## src/rtl/cmd_parser.sv

```systemverilog
// -----------------------------------------------------------------------------
// cmd_parser
//
// Byte-stream command parser. Bytes arrive as rx_data qualified by the rising
// edge of the level strobe rx_done. A header selects either a picture transfer
// (fixed-length payload forwarded with pay_last on the final byte) or game mode
// (bytes forwarded until the picture header or the SHOW_BYTE exit byte).
//
// Optional feature: define CMD_PARSER_TIMEOUT_EN to build the inter-byte
// timeout. When undefined there is no timer logic, tmo is tied low and the
// header/payload states wait indefinitely for the next byte.
//
// Parameters
//   DATA_W    byte width
//   HDR_LEN   header length in bytes (1..4)
//   HDR_PIC   picture header, first byte in the MSBs
//   HDR_GAME  game header, first byte must differ from HDR_PIC's first byte
//   SHOW_BYTE byte that leaves game mode for show mode
//   PAY_LEN   picture payload length in bytes (1..65535)
//   TMO_CYC   inter-byte timeout in cycles (>= 2)
//
// Ports
//   sys_clk    in   sole clock, rising edge
//   sys_rst    in   synchronous active-high reset
//   rx_data    in   received byte, stable from rx_done rise until accepted
//   rx_done    in   level strobe, rising edge marks a new byte
//   mode       out  0=READY 1=PRECV 2=GAME 3=SHOW (registered)
//   pay_valid  out  one-cycle pulse, pay_data valid
//   pay_data   out  forwarded byte, holds when pay_valid is low
//   pay_last   out  with pay_valid on the final picture byte
//   hdr_err    out  one-cycle pulse on header mismatch
//   tmo        out  one-cycle pulse on timeout abort
// -----------------------------------------------------------------------------
module cmd_parser #(
  parameter int                          DATA_W    = 8,
  parameter int                          HDR_LEN   = 3,
  parameter logic [HDR_LEN*DATA_W-1:0]   HDR_PIC   = 24'hAABBCC,
  parameter logic [HDR_LEN*DATA_W-1:0]   HDR_GAME  = 24'hEEDDCC,
  parameter logic [DATA_W-1:0]           SHOW_BYTE = 8'hFF,
  parameter int                          PAY_LEN   = 1024,
  parameter int                          TMO_CYC   = 1000000
) (
  input  logic              sys_clk,
  input  logic              sys_rst,
  input  logic [DATA_W-1:0] rx_data,
  input  logic              rx_done,
  output logic [1:0]        mode,
  output logic              pay_valid,
  output logic [DATA_W-1:0] pay_data,
  output logic              pay_last,
  output logic              hdr_err,
  output logic              tmo
);

  typedef enum logic [2:0] {
    S_IDLE,
    S_HDR_P,
    S_HDR_G,
    S_RECV,
    S_GAME,
    S_SHOW
  } state_t;

  localparam logic [1:0]  LAST_IDX = 2'(HDR_LEN - 1);
  localparam logic [15:0] LAST_CNT = 16'(PAY_LEN - 1);

  // Header bytes unpacked into per-index tables; unused slots (HDR_LEN < 4)
  // read as zero and are never reached because idx stops at LAST_IDX.
  logic [DATA_W-1:0] pic_bytes  [4];
  logic [DATA_W-1:0] game_bytes [4];

  genvar gi;
  generate
    for (gi = 0; gi < 4; gi++) begin : g_hdr
      if (gi < HDR_LEN) begin : g_used
        assign pic_bytes[gi]  = HDR_PIC[(HDR_LEN-1-gi)*DATA_W +: DATA_W];
        assign game_bytes[gi] = HDR_GAME[(HDR_LEN-1-gi)*DATA_W +: DATA_W];
      end else begin : g_unused
        assign pic_bytes[gi]  = '0;
        assign game_bytes[gi] = '0;
      end
    end
  endgenerate

  state_t            state_q, state_d;
  logic [1:0]        idx_q, idx_d;
  logic [15:0]       cnt_q, cnt_d;
  logic              rx_done_q;
  logic              rx_seen_q;
  logic [1:0]        mode_q, mode_d;
  logic              pay_valid_q, pay_valid_d;
  logic [DATA_W-1:0] pay_data_q, pay_data_d;
  logic              pay_last_q, pay_last_d;
  logic              hdr_err_q, hdr_err_d;
  logic              tmo_q, tmo_d;

  logic accept;
  logic timed;
  logic tmo_expire;

  // Two-stage sample of rx_done: rx_done_q is this cycle's sample and
  // rx_seen_q the one before; a 0->1 step between them accepts rx_data.
  assign accept = rx_done_q & ~rx_seen_q;
  assign timed  = (state_q == S_HDR_P) || (state_q == S_HDR_G) ||
                  (state_q == S_RECV);

`ifdef CMD_PARSER_TIMEOUT_EN
  localparam int TMO_W = $clog2(TMO_CYC + 1);
  localparam logic [TMO_W-1:0] TMO_LAST = TMO_W'(TMO_CYC - 1);

  logic [TMO_W-1:0] tmo_cnt_q, tmo_cnt_d;

  // The counter holds the number of byte-less cycles already elapsed in a
  // timed state. Expiry is suppressed whenever a byte is accepted, so a byte
  // arriving on the expiry cycle is processed normally instead.
  always_comb begin
    tmo_cnt_d  = '0;
    tmo_expire = 1'b0;
    if (timed && !accept) begin
      if (tmo_cnt_q == TMO_LAST) begin
        tmo_expire = 1'b1;
      end else begin
        tmo_cnt_d = tmo_cnt_q + 1'b1;
      end
    end
  end

  always_ff @(posedge sys_clk) begin
    if (sys_rst) begin
      tmo_cnt_q <= '0;
    end else begin
      tmo_cnt_q <= tmo_cnt_d;
    end
  end
`else
  // Timer absent; TMO_CYC only has meaning when the timer is built.
  assign tmo_expire = 1'b0 && (TMO_CYC > 0);
`endif

  // Next-state and output logic.
  always_comb begin
    state_d     = state_q;
    idx_d       = idx_q;
    cnt_d       = cnt_q;
    pay_valid_d = 1'b0;
    pay_data_d  = pay_data_q;
    pay_last_d  = 1'b0;
    hdr_err_d   = 1'b0;
    tmo_d       = 1'b0;

    if (accept) begin
      case (state_q)
        S_IDLE, S_SHOW: begin
          if (rx_data == pic_bytes[0]) begin
            idx_d = 2'd1;
            cnt_d = '0;
            state_d = (HDR_LEN == 1) ? S_RECV : S_HDR_P;
          end else if (rx_data == game_bytes[0]) begin
            idx_d = 2'd1;
            state_d = (HDR_LEN == 1) ? S_GAME : S_HDR_G;
          end
        end

        S_HDR_P: begin
          if (rx_data == pic_bytes[idx_q]) begin
            if (idx_q == LAST_IDX) begin
              state_d = S_RECV;
              cnt_d   = '0;
              idx_d   = '0;
            end else begin
              idx_d = idx_q + 1'b1;
            end
          end else begin
            // Mismatching byte is consumed, not re-tried as a header start.
            state_d   = S_IDLE;
            idx_d     = '0;
            hdr_err_d = 1'b1;
          end
        end

        S_HDR_G: begin
          if (rx_data == game_bytes[idx_q]) begin
            if (idx_q == LAST_IDX) begin
              state_d = S_GAME;
              idx_d   = '0;
            end else begin
              idx_d = idx_q + 1'b1;
            end
          end else begin
            state_d   = S_IDLE;
            idx_d     = '0;
            hdr_err_d = 1'b1;
          end
        end

        S_RECV: begin
          pay_valid_d = 1'b1;
          pay_data_d  = rx_data;
          cnt_d       = cnt_q + 1'b1;
          if (cnt_q == LAST_CNT) begin
            pay_last_d = 1'b1;
            state_d    = S_SHOW;
          end
        end

        S_GAME: begin
          if (rx_data == pic_bytes[0]) begin
            idx_d = 2'd1;
            cnt_d = '0;
            state_d = (HDR_LEN == 1) ? S_RECV : S_HDR_P;
          end else if (rx_data == SHOW_BYTE) begin
            state_d = S_SHOW;
          end else begin
            pay_valid_d = 1'b1;
            pay_data_d  = rx_data;
          end
        end

        default: begin
          state_d = S_IDLE;
          idx_d   = '0;
        end
      endcase
    end else if (tmo_expire) begin
      state_d = S_IDLE;
      idx_d   = '0;
      tmo_d   = 1'b1;
    end

    // mode follows the next state so both change on the same edge.
    case (state_d)
      S_RECV:  mode_d = 2'd1;
      S_GAME:  mode_d = 2'd2;
      S_SHOW:  mode_d = 2'd3;
      default: mode_d = 2'd0;
    endcase
  end

  always_ff @(posedge sys_clk) begin
    if (sys_rst) begin
      state_q     <= S_IDLE;
      idx_q       <= '0;
      cnt_q       <= '0;
      // Reset high so an rx_done held high through reset release is not
      // seen as a rising edge.
      rx_done_q   <= 1'b1;
      rx_seen_q   <= 1'b1;
      mode_q      <= 2'd0;
      pay_valid_q <= 1'b0;
      pay_data_q  <= '0;
      pay_last_q  <= 1'b0;
      hdr_err_q   <= 1'b0;
      tmo_q       <= 1'b0;
    end else begin
      state_q     <= state_d;
      idx_q       <= idx_d;
      cnt_q       <= cnt_d;
      rx_done_q   <= rx_done;
      rx_seen_q   <= rx_done_q;
      mode_q      <= mode_d;
      pay_valid_q <= pay_valid_d;
      pay_data_q  <= pay_data_d;
      pay_last_q  <= pay_last_d;
      hdr_err_q   <= hdr_err_d;
      tmo_q       <= tmo_d;
    end
  end

  assign mode      = mode_q;
  assign pay_valid = pay_valid_q;
  assign pay_data  = pay_data_q;
  assign pay_last  = pay_last_q;
  assign hdr_err   = hdr_err_q;
  assign tmo       = tmo_q;

endmodule

```

## config.mk

```make
export PLATFORM = sky130hd
export DESIGN_NAME = cmd_parser
export DESIGN_NICKNAME = d
export VERILOG_FILES = /design/src/rtl/cmd_parser.sv
export SDC_FILE = /design/constraint.sdc
export NUM_CORES = 1
export LEC_CHECK = 0
export ABC_AREA = 1
export CORE_MARGIN = 8
export CORE_UTILIZATION = 36
export DETAILED_ROUTE_END_ITERATION = 7
export GPL_ROUTABILITY_DRIVEN = 0
export PLACE_DENSITY = 0.56
export SYNTH_ARGS = -nofsm -noshare
export SYNTH_HDL_FRONTEND = slang
export SYNTH_SLANG_ARGS = --single-unit
```

## constraint.sdc

```tcl
create_clock -name sys_clk -period 3.85 [get_ports sys_clk]
set_input_delay 0.9625 -clock sys_clk [delete_from_list [all_inputs] [get_ports sys_clk]]
set_output_delay 0.9625 -clock sys_clk [all_outputs]
set_load 0.01 [all_outputs]
```

==> out/metrics.yaml, run 1 <==
worstReg2RegStart: "idx_q[1]"
ctsHoldBuffers: 0
p_int_w: 0.0005160
clock-sinks: 36
layout_common_cells: "92 x nand2_1, 47 x nor2_1, 36 x dfxtp_1"
die_x_um: 96.27
final_common_cell: "nand2_1"
cp.arrival_ps: 3190
cts_tree: "yes"
max_freq_ghz: 0.3343
antenna_found_initial: 0
final_util_pct: 42.20
combPwrFrac_pct: 7.6
r2r_cells: 13
yosysWarnings: 0
endpoint: "cnt_q[5]"
start_util_pct: 36.95
setup_viol: 0
synth_seq_area_share_pct: 31.07
track_usage_pct: 12.90
p_leak_nw: 1.080
antenna_cells: 0
critPathMostFrequentCell: "nand2_1"
worst_slew_pin_slew_ps: 571.4
p_seq_share_pct: 55.4
syn_area_sq_mm: 0.002320
die_h_um: 96.27
numPortBuffers: 23
wl_per_cell_um: 12.47
postRouteWirelength_um: 5635
cts_resized: 0
cts_setup_buffers: 0
crit_start: "rx_data[6]"
cpPeakStageDelay_ps: 660
cts_root_buffer: "clkbuf_8"
slowest_stage: "clkdlybuf4s50_1"
clock_skew_ps: 8.217
clkPwrFrac_pct: 37.0
cts_made_buffers: 5
avgSynthCellArea_sq_um: 6.553
fin_tns_setup_ps: 0
synthToLayoutAreaGrowth_pct: 14.19
seq_area_sq_um: 720.7
path_cells: "clkdlybuf4s50_1 > nand2_1 > inv_1 > nand2_1 > nand2_1 > nand2_1 > nor2_2 > nand2_2 > nand2_2 > nand2_2 > inv_1 > nand2_1 > nand2_1 > nor3b_1"
ant_nets: 0
drv_slew: 0
core-area_sq_mm: 0.006277
critPathMaxFanout: 20
dp_slack_ps: 567.8
die-area_sq_mm: 0.009268
status: "finished, final reports clean"
cp-start-kind: "primary input"
grt_max_degree: 21
syn_inst: 354
clock_latency_ps: 280
period_needed_ps: 2992
multi_input_area_sq_mm: 0.001379
post-route-drc-count: 0
synth_fp_nets: 366
num-fill-cells: 672
drt_iter0_markers: 113
p_sw_w: 0.0001584
ir_drop_mv: 0.1632
via_per_inst: 4.920
path_clk_slew_ps: 70
grt_overflow_total: 0
reg2reg_slack_ps: 1400
rsz0062_at_grt: "no"
relSlewSlack_pct: 61.61
dr_total_vias: 2224
synth_seq_cells: 36
core.rowCount: 29
clockBufferDepth: 2
hold_viol_final: 0
power.density_mw_per_mm2: 254.6
hold_path_class: "reg -> reg"
fin_crit_sh_pct: 77.71
final_nets: 387
drive_gt1_share_pct: 9.867
first_global_vias: 2028
ys_types: 32
p_sw_share_pct: 23.49
ios: 25
cap_violations: 0
critical_path_class: "in -> reg"
dr.pass1.iters: 4
required_ps: 4050
reg2reg_to: "cnt_q[5]"
grt_pass1_wl_um: 9453
end_kind: "flip-flop"
hpwl_um: 4412
fin_ws_ps: 858.2
min-delay-start: "rx_done_q"
htree_levels: 2
[cell usage after synthesis]
| cell | number | share of area, % |
|---|---|---|
| a21oi_1 | 23 | 5.0 |
| nand3_4 | 1 | 0.76 |
| clkbuf_1 | 2 | 0.32 |
| buf_4 | 4 | 1.3 |
| ha_1 | 1 | 0.54 |
| o21ai_4 | 1 | 0.70 |
| inv_4 | 1 | 0.27 |
| o21a_1 | 1 | 0.32 |
| buf_6 | 4 | 1.9 |
| inv_1 | 32 | 5.2 |
| nand4_1 | 8 | 2.2 |
| nand3b_1 | 2 | 0.65 |
| o21ai_0 | 13 | 2.8 |
| conb_1 | 1 | 0.16 |
| nor2_4 | 4 | 1.9 |
| inv_2 | 3 | 0.49 |
| dfxtp_1 | 36 | 31 |
| o21a_2 | 1 | 0.38 |
| o21bai_1 | 2 | 0.65 |
| nor2_2 | 6 | 1.6 |
| nand2_4 | 2 | 0.97 |
| nor3b_1 | 5 | 1.6 |
| nor2_1 | 47 | 7.6 |
| nand2_1 | 92 | 15 |
| nand2_2 | 7 | 1.9 |
| xor2_1 | 10 | 3.8 |
| xnor2_1 | 5 | 1.9 |
| or2_2 | 3 | 0.81 |
| and3_1 | 1 | 0.27 |
| nor3b_2 | 1 | 0.54 |
| nand3_1 | 21 | 4.5 |
| nor3_1 | 14 | 3.0 |
[flip-flops by register name, summed over array words and instances (netlist names)]
name	flops
state_q	3
pay_data	8
pay_valid	1
rx_done_q	1
pay_last	1
cnt_q	16
mode	2
hdr_err	1
rx_seen_q	1
idx_q	2
[metrics by stage]
stage          cells  cell area (sq um)  hold WS, ps  total power [W]
2_1_floorplan    354               2320        401.6        0.0004126
3_3_place_gp     445               2571        414.2        0.0004341
3_5_place_dp     445               2571        417.7        0.0004339
4_1_cts          452               2649        435.0        0.0006886
5_1_grt          452               2649        455.6        0.0007116
6_report         452               2649        428.8        0.0006744
[worst max-delay path, delay by kind of cell]
family                 cells  cell delay (ps)
buffers and inverters      3             1080
and+or+nand+nor           11             1150
[per-layer routing]
metal / vias to the layer above / wire [um] / GRT usage, % / part of all wire, %
met5: - / 0 / 0 / 0
met4: 0 / 99 / 5.250 / 1.8
met3: 8 / 201 / 2.652 / 3.6
met2: 29 / 2637 / 20.94 / 47
met1: 1022 / 2696 / 16.20 / 48
li1: 1165 / - / - / -
[cell type report]
| class | instances | share of cell area (%) |
|---|---|---|
| clock buffers | 6 | 2.740 |
| clock inverters | 1 | 0.1889 |
| inverters | 36 | 5.196 |
| multi-input cells | 272 | 52.05 |
| flip-flops and latches | 36 | 27.21 |
| well taps | 77 | 3.637 |
| repair buffers | 24 | 8.975 |
[how the worst min path moves through the flow]
stage	end	slack, ps	depth (start not counted)
6_report	rx_seen_q	430	2
5_1_grt	rx_seen_q	460	2
4_1_cts	rx_seen_q	440	2
3_3_place_gp	rx_seen_q	410	2
2_1_floorplan	rx_seen_q	400	2
3_5_place_dp	rx_seen_q	420	2
[power by group through the flow]
stage | registers (W) | clock network (W) | logic [W]
after detailed placement | 0.000382 | 0 | 0.0000518
after CTS | 0.000373 | 0.000263 | 0.0000521
after floorplan | 0.000382 | 0 | 0.0000306
after global placement | 0.000382 | 0 | 0.0000520
after global routing | 0.000373 | 0.000281 | 0.0000575
final | 0.000374 | 0.000249 | 0.0000515
[logic make-up after synthesis]
| group | count (synthesis) | share of synthesized area [%] |
|---|---|---|
| other | 1 | 0.1617 |
| DFF | 36 | 31.07 |
| adders and majority gates | 1 | 0.5393 |
| buffers and inverters | 46 | 9.493 |
| and+or+nand+nor | 214 | 43.26 |
| AOI/OAI and AO/OA | 41 | 9.817 |
| xor gates and xnor gates | 15 | 5.663 |
No activity file was read; power rests on OpenSTA's default activity.
==> run 2, diff against run 1 <==
==> constraint.sdc (replaced) <==
create_clock -name sys_clk -period 2.84 [get_ports sys_clk]
set_input_delay 0.71 -clock sys_clk [delete_from_list [all_inputs] [get_ports sys_clk]]
set_output_delay 0.71 -clock sys_clk [all_outputs]
set_load 0.01 [all_outputs]
==> run 2 against run 1 <==
  * Sequential share of layout area down 0.83 points
  * Clock skew fell by 2.0 ps
  * Sequential power up 35%
  * Largest cell class unchanged
  * Clock power grew 79%
  * Worst setup slack lost 320 ps
  * Non-clock buffer count increased by 5
  * Routed wire length fell by 0.59%
  * Critical path type unchanged
  * Final area rose by 3.2%
  * Clock-buffer cell count fell by 1
  * Total power up 52%
==> out/metrics.yaml, run 2 (synthesis results as in run 1) <==
ant_nets: 0  # unchanged
fin_tns_setup_ps: 0  # unchanged
hold_viol_final: 0  # unchanged
die_x_um: 96.27  # unchanged
path_depth: 11  # -3
die-area_sq_mm: 0.009268  # unchanged
core.rowCount: 29  # unchanged
grt_overflow_total: 0  # unchanged
htree_levels: 2  # unchanged
dr.pass1.iters: 5  # +1
critPathBufInv: 3  # unchanged
setup_viol: 0  # unchanged
reg2reg_to: "cnt_q[2]"
cap_violations: 0  # unchanged
clock-sinks: 36  # unchanged
largest_reg_flops: 16  # unchanged
reg2reg_slack_ps: 730  # -670 ps
path_cells: "clkdlybuf4s50_1 > inv_1 > nand2_1 > nor2_4 > nand3_4 > nand2_1 > o21ai_0 > nand2_1 > inv_1 > o21ai_0 > a21oi_1"
postRouteWirelength_um: 5602  # -0.59%
min-delay-start: "rx_done_q"
critical_path_class: "in -> reg"
cp-start-kind: "primary input"
antenna_cells: 0  # unchanged
largest-register: "cnt_q"
drive_gt1_share_pct: 11.55  # +1.7 points
hold_path_class: "reg -> reg"
path_delay_family: "buffers and inverters"
place_area_sq_mm: 0.002621  # +1.9%
die_h_um: 96.27  # unchanged
dr_total_vias: 2202  # -0.99%
worstReg2RegStart: "idx_q[1]"
ios: 25  # unchanged
synthToLayoutAreaGrowth_pct: 17.80
grt_max_degree: 19  # -9.5%
wl_per_cell_um: 12.23  # -1.9%
end_kind: "flip-flop"
post-route-drc-count: 0  # unchanged
p_leak_nw: 1.120  # +3.7%
cpPeakStageDelay_ps: 480  # -180 ps
path_clk_slew_ps: 70  # about the same
ctsHoldBuffers: 0  # unchanged
critPathMostFrequentCell: "nand2_1"
track_usage_pct: 12.82  # -0.074 points
period_needed_ps: 2300
status: "finished, final reports clean"
core-area_sq_mm: 0.006277  # unchanged
clock_latency_ps: 290  # about the same
drv_slew: 0  # unchanged
cts_tree: "yes"
required_ps: 3050  # -1000 ps
relSlewSlack_pct: 62.10  # +0.49 points
r2r_cells: 13  # unchanged
cp.arrival_ps: 2510  # -680 ps
worst_slew_pin_slew_ps: 567.7  # -3.714 ps
final_common_cell: "nand2_1"
power.density_mw_per_mm2: 375.3  # +47%
cts_made_buffers: 5  # unchanged
start_util_pct: 36.95  # unchanged
final_area_sq_mm: 0.002733  # +3.2%
via_per_inst: 4.808  # -2.3%
cts_resized: 0  # unchanged
clock_skew_ps: 6.248  # -1.969 ps
clockBufferDepth: 2  # unchanged
first_global_vias: 2119  # +4.5%
max_freq_ghz: 0.4347
hold_end: "rx_seen_q"
hpwl_um: 4436  # +0.53%
cts_setup_buffers: 0  # unchanged
layout_common_cells: "92 x nand2_1, 47 x nor2_1, 36 x dfxtp_1"
whs_ps: 432.9  # +4.119 ps
rsz0062_at_grt: "no"
drt_iter0_markers: 85  # -25%
hold_depth: 2  # unchanged
slowest_stage: "clkdlybuf4s50_1"
cts_root_buffer: "clkbuf_8"
numPortBuffers: 23  # unchanged
antenna_found_initial: 0  # unchanged
final_nets: 392  # +1.3%
grt_pass1_wl_um: 9446  # about the same
critPathMaxFanout: 13  # -35%
ir_drop_mv: 0.2395  # +47%
fin_crit_sh_pct: 81.00
run 2: cell types whose count changed in the layout (fill, tap and decap cells not counted):
cell / change
bufinv_16: +1
buf_12: +1
buf_4: +4
clkbuf_1: -1
clkinvlp_4: +1
run 2: worst max-delay path by stage:
stage	endpoint	from	slack (ps)
CTS	pay_data[3]	rx_data[0]	550
floorplan	cnt_q[2]	rx_data[6]	830
detailed placement	pay_data[3]	rx_data[0]	250
finish	pay_data[4]	rx_data[0]	540
global placement	pay_data[0]	rx_data[0]	240
global route	pay_data[4]	rx_data[4]	370
run 2: cell type report:
class / instances / area [sq um]
inverters: 36 / 137.6
clock inverters: 3 / 42.54
repair buffers: 29 / 287.8
well taps: 77 / 96.34
flip-flops and latches: 36 / 720.7
multi-input cells: 272 / 1379
fillers: 684 / 3545
clock buffers: 5 / 68.82
run 2: through the flow:
stage	setup WS [ps]	util, %	cells	power (W)
after floorplan	833.6	-	354	0.0005593
after global placement	240.1	41.76	450	0.0005922
after detailed placement	251.5	41.76	450	0.0005920
after CTS	551.6	43.53	458	0.001048
after global routing	369.6	43.53	458	0.001072
final	539.6	43.53	458	0.001025
run 2: tightest hold or removal path, delay by kind of cell (launching register included):
kind                   cells  cell delay (ps)
buffers and inverters      1               50
DFF                        1              310
and+or+nand+nor            1               50
run 2: power breakdown:
part	internal [W]	switching, W	total [W]
Combinational	0.0000297	0.0000444	0.0000741
Sequential	0.000506	0.000000487	0.000506
Clock	0.000260	0.000185	0.000445
run 2: layer usage:
| layer | wire (um) | track usage [%] | up-vias |
|---|---|---|---|
| li1 | - | - | 1181 |
| met1 | 2635 | 14.95 | 987 |
| met2 | 2705 | 22.59 | 26 |
| met3 | 184 | 2.652 | 8 |
| met4 | 77 | 4.481 | 0 |
| met5 | 0 | 0 | - |
==> run 3, diff against run 2 <==
--- a/config.mk
+++ b/config.mk
@@ -10,7 +10,7 @@
 export CORE_UTILIZATION = 36
 export DETAILED_ROUTE_END_ITERATION = 7
 export GPL_ROUTABILITY_DRIVEN = 0
-export PLACE_DENSITY = 0.56
+export PLACE_DENSITY = 0.58
 export SYNTH_ARGS = -nofsm -noshare
 export SYNTH_HDL_FRONTEND = slang
 export SYNTH_SLANG_ARGS = --single-unit
==> constraint.sdc (replaced) <==
create_clock -name sys_clk -period 1.9 [get_ports sys_clk]
set_input_delay 0.475 -clock sys_clk [delete_from_list [all_inputs] [get_ports sys_clk]]
set_output_delay 0.475 -clock sys_clk [all_outputs]
set_load 0.01 [all_outputs]
==> run 3 against run 2 <==
  * Cell count is 7.4% higher
  * Clock-buffer cell count is 1 higher
  * Global-route usage increased by 1.3 points
  * Total power rose by 42%
  * First-iteration DRC count up 7.1%
  * Register-to-register slack got worse by 550 ps
  * Critical path type unchanged
  * Largest power group unchanged
==> out/metrics.yaml, run 3 (synthesis results as in run 1) <==
fin_crit_sh_pct: 94.25
clock_skew_ps: 2.684  # -3.565 ps
cts_root_buffer: "clkbuf_8"
die-area_sq_mm: 0.009268  # unchanged
final_nets: 426  # +8.7%
first_global_vias: 2259  # +6.6%
top_layer: "met4"
post-route-drc-count: 0  # unchanged
m1WireLength_um: 2852  # +8.2%
cts_tree: "yes"
power.density_mw_per_mm2: 482.1  # +28%
largest-register: "cnt_q"
crit_start: "rx_data[4]"
dr_total_vias: 2335  # +6.0%
reg2reg_slack_ps: 180  # -550 ps
antenna_found_initial: 0  # unchanged
drt_iter0_markers: 91  # +7.1%
wl_per_cell_um: 12.66  # +3.5%
ios: 25  # unchanged
critical_path_class: "in -> reg"
status: "finished, final reports clean"
cap_violations: 0  # unchanged
place_area_sq_mm: 0.002872  # +9.5%
ir_drop_mv: 0.3226  # +35%
cp.arrival_ps: 1970  # -540 ps
clock-sinks: 36  # unchanged
finalPower_w: 0.001453  # +42%
max_freq_ghz: 0.5584
p_leak_nw: 1.283  # +15%
worstReg2RegStart: "idx_q[1]"
hold_path_class: "reg -> reg"
final_area_sq_mm: 0.003013  # +10%
wl_met2_um: 2981  # +10%
core.rowCount: 29  # unchanged
seq_area_sq_um: 723.2  # +0.35%
track_usage_pct: 14.08  # +1.3 points
largest_reg_flops: 16  # unchanged
htree_levels: 2  # unchanged
final_util_pct: 48.00  # +4.5 points
start_util_pct: 36.95  # unchanged
hold_viol_final: 0  # unchanged
end_kind: "flip-flop"
grt_overflow_total: 0  # unchanged
core-area_sq_mm: 0.006277  # unchanged
num-fill-cells: 647  # -5.4%
synthToLayoutAreaGrowth_pct: 29.88
critPathMaxFanout: 6  # -7
clockBufferDepth: 2  # unchanged
numPortBuffers: 23  # unchanged
fin_tns_setup_ps: 0  # unchanged
path_clk_slew_ps: 70  # about the same
dr.pass1.iters: 4  # -1
ant_nets: 0  # unchanged
clock_latency_ps: 280  # about the same
grt_max_degree: 16  # -3
drv_slew: 0  # unchanged
antenna_cells: 0  # unchanged
grt_pass1_wl_um: 10250  # +8.5%
via_per_inst: 4.746  # -1.3%
setup_viol: 0  # unchanged
postRouteWirelength_um: 6227  # +11%
die_h_um: 96.27  # unchanged
whs_ps: 430.8  # -2.074 ps
wl_met3_um: 267  # +45%
reg2reg_to: "cnt_q[3]"
period_needed_ps: 1791
die_x_um: 96.27  # unchanged
r2r_cells: 13  # unchanged
layout_common_cells: "92 x nand2_1, 44 x nor2_1, 36 x buf_4"
hpwl_um: 4793  # +8.1%
endpoint: "pay_data[5]"
final_common_cell: "nand2_1"
cts_made_buffers: 5  # unchanged
drive_gt1_share_pct: 21.69  # +10 points
required_ps: 2080  # -970 ps
multi_input_area_sq_mm: 0.001404  # +1.8%
cp-start-kind: "primary input"
run 3: final cells by class:
type                            count  share of cell area, %
Clock inverter                      2                 0.3322
Tap cell                           77                  3.198
Timing Repair Buffer               62                  18.27
Sequential cell                    36                  24.00
Multi-Input combinational cell    272                  46.59
Clock buffer                        6                  2.741
Timing Repair inverter              1                 0.1661
Inverter                           36                  4.693
run 3: per-layer routing:
metal	vias to the layer above	global-route usage, %
li1	1246	-
met1	1038	16.74
met2	39	24.23
met3	12	2.808
met4	0	5.506
met5	-	0
run 3: power by group:
part,internal (W),switching [W],total (W)
clock network,0.000289,0.000276,0.000565
registers,0.000756,0.000000630,0.000757
logic,0.0000584,0.0000725,0.000131
run 3: critical path, cell delays in order:
cell and delay (ps):
dlygate4sd2_1 260, inv_2 70, nand2_1 80, nor2_4 170, nand3_4 120, nand2_1 100
o21ai_0 70, nand2_1 160, clkinvlp_2 260, nor2_1 150, nor2_1 50
run 3: worst min path at each step:
stage	from	end	slack [ps]	cells after the start
after floorplan	rx_done_q	rx_seen_q	400	2
after global placement	rx_done_q	rx_seen_q	420	2
after detailed placement	rx_done_q	rx_seen_q	420	2
after CTS	rx_done_q	rx_seen_q	440	2
after global routing	rx_done_q	rx_seen_q	470	2
final	rx_done_q	rx_seen_q	430	2
run 3: what timing repair did:
action | in CTS | in global routing
setup endpoints to repair | 27 | 17
hold buffers | 0 | 0
resized for setup | 15 | 6
gates cloned | 0 | 1
setup buffers | 2 | 1
pin swaps | 5 | 2
run 3: per-stage QoR:
step	setup WS, ps	std cells
CTS	85.26	490
global route	-7.284	492
finish	109.2	492
global placement	-436.2	480
floorplan	128.6	354
detailed placement	-465.8	480
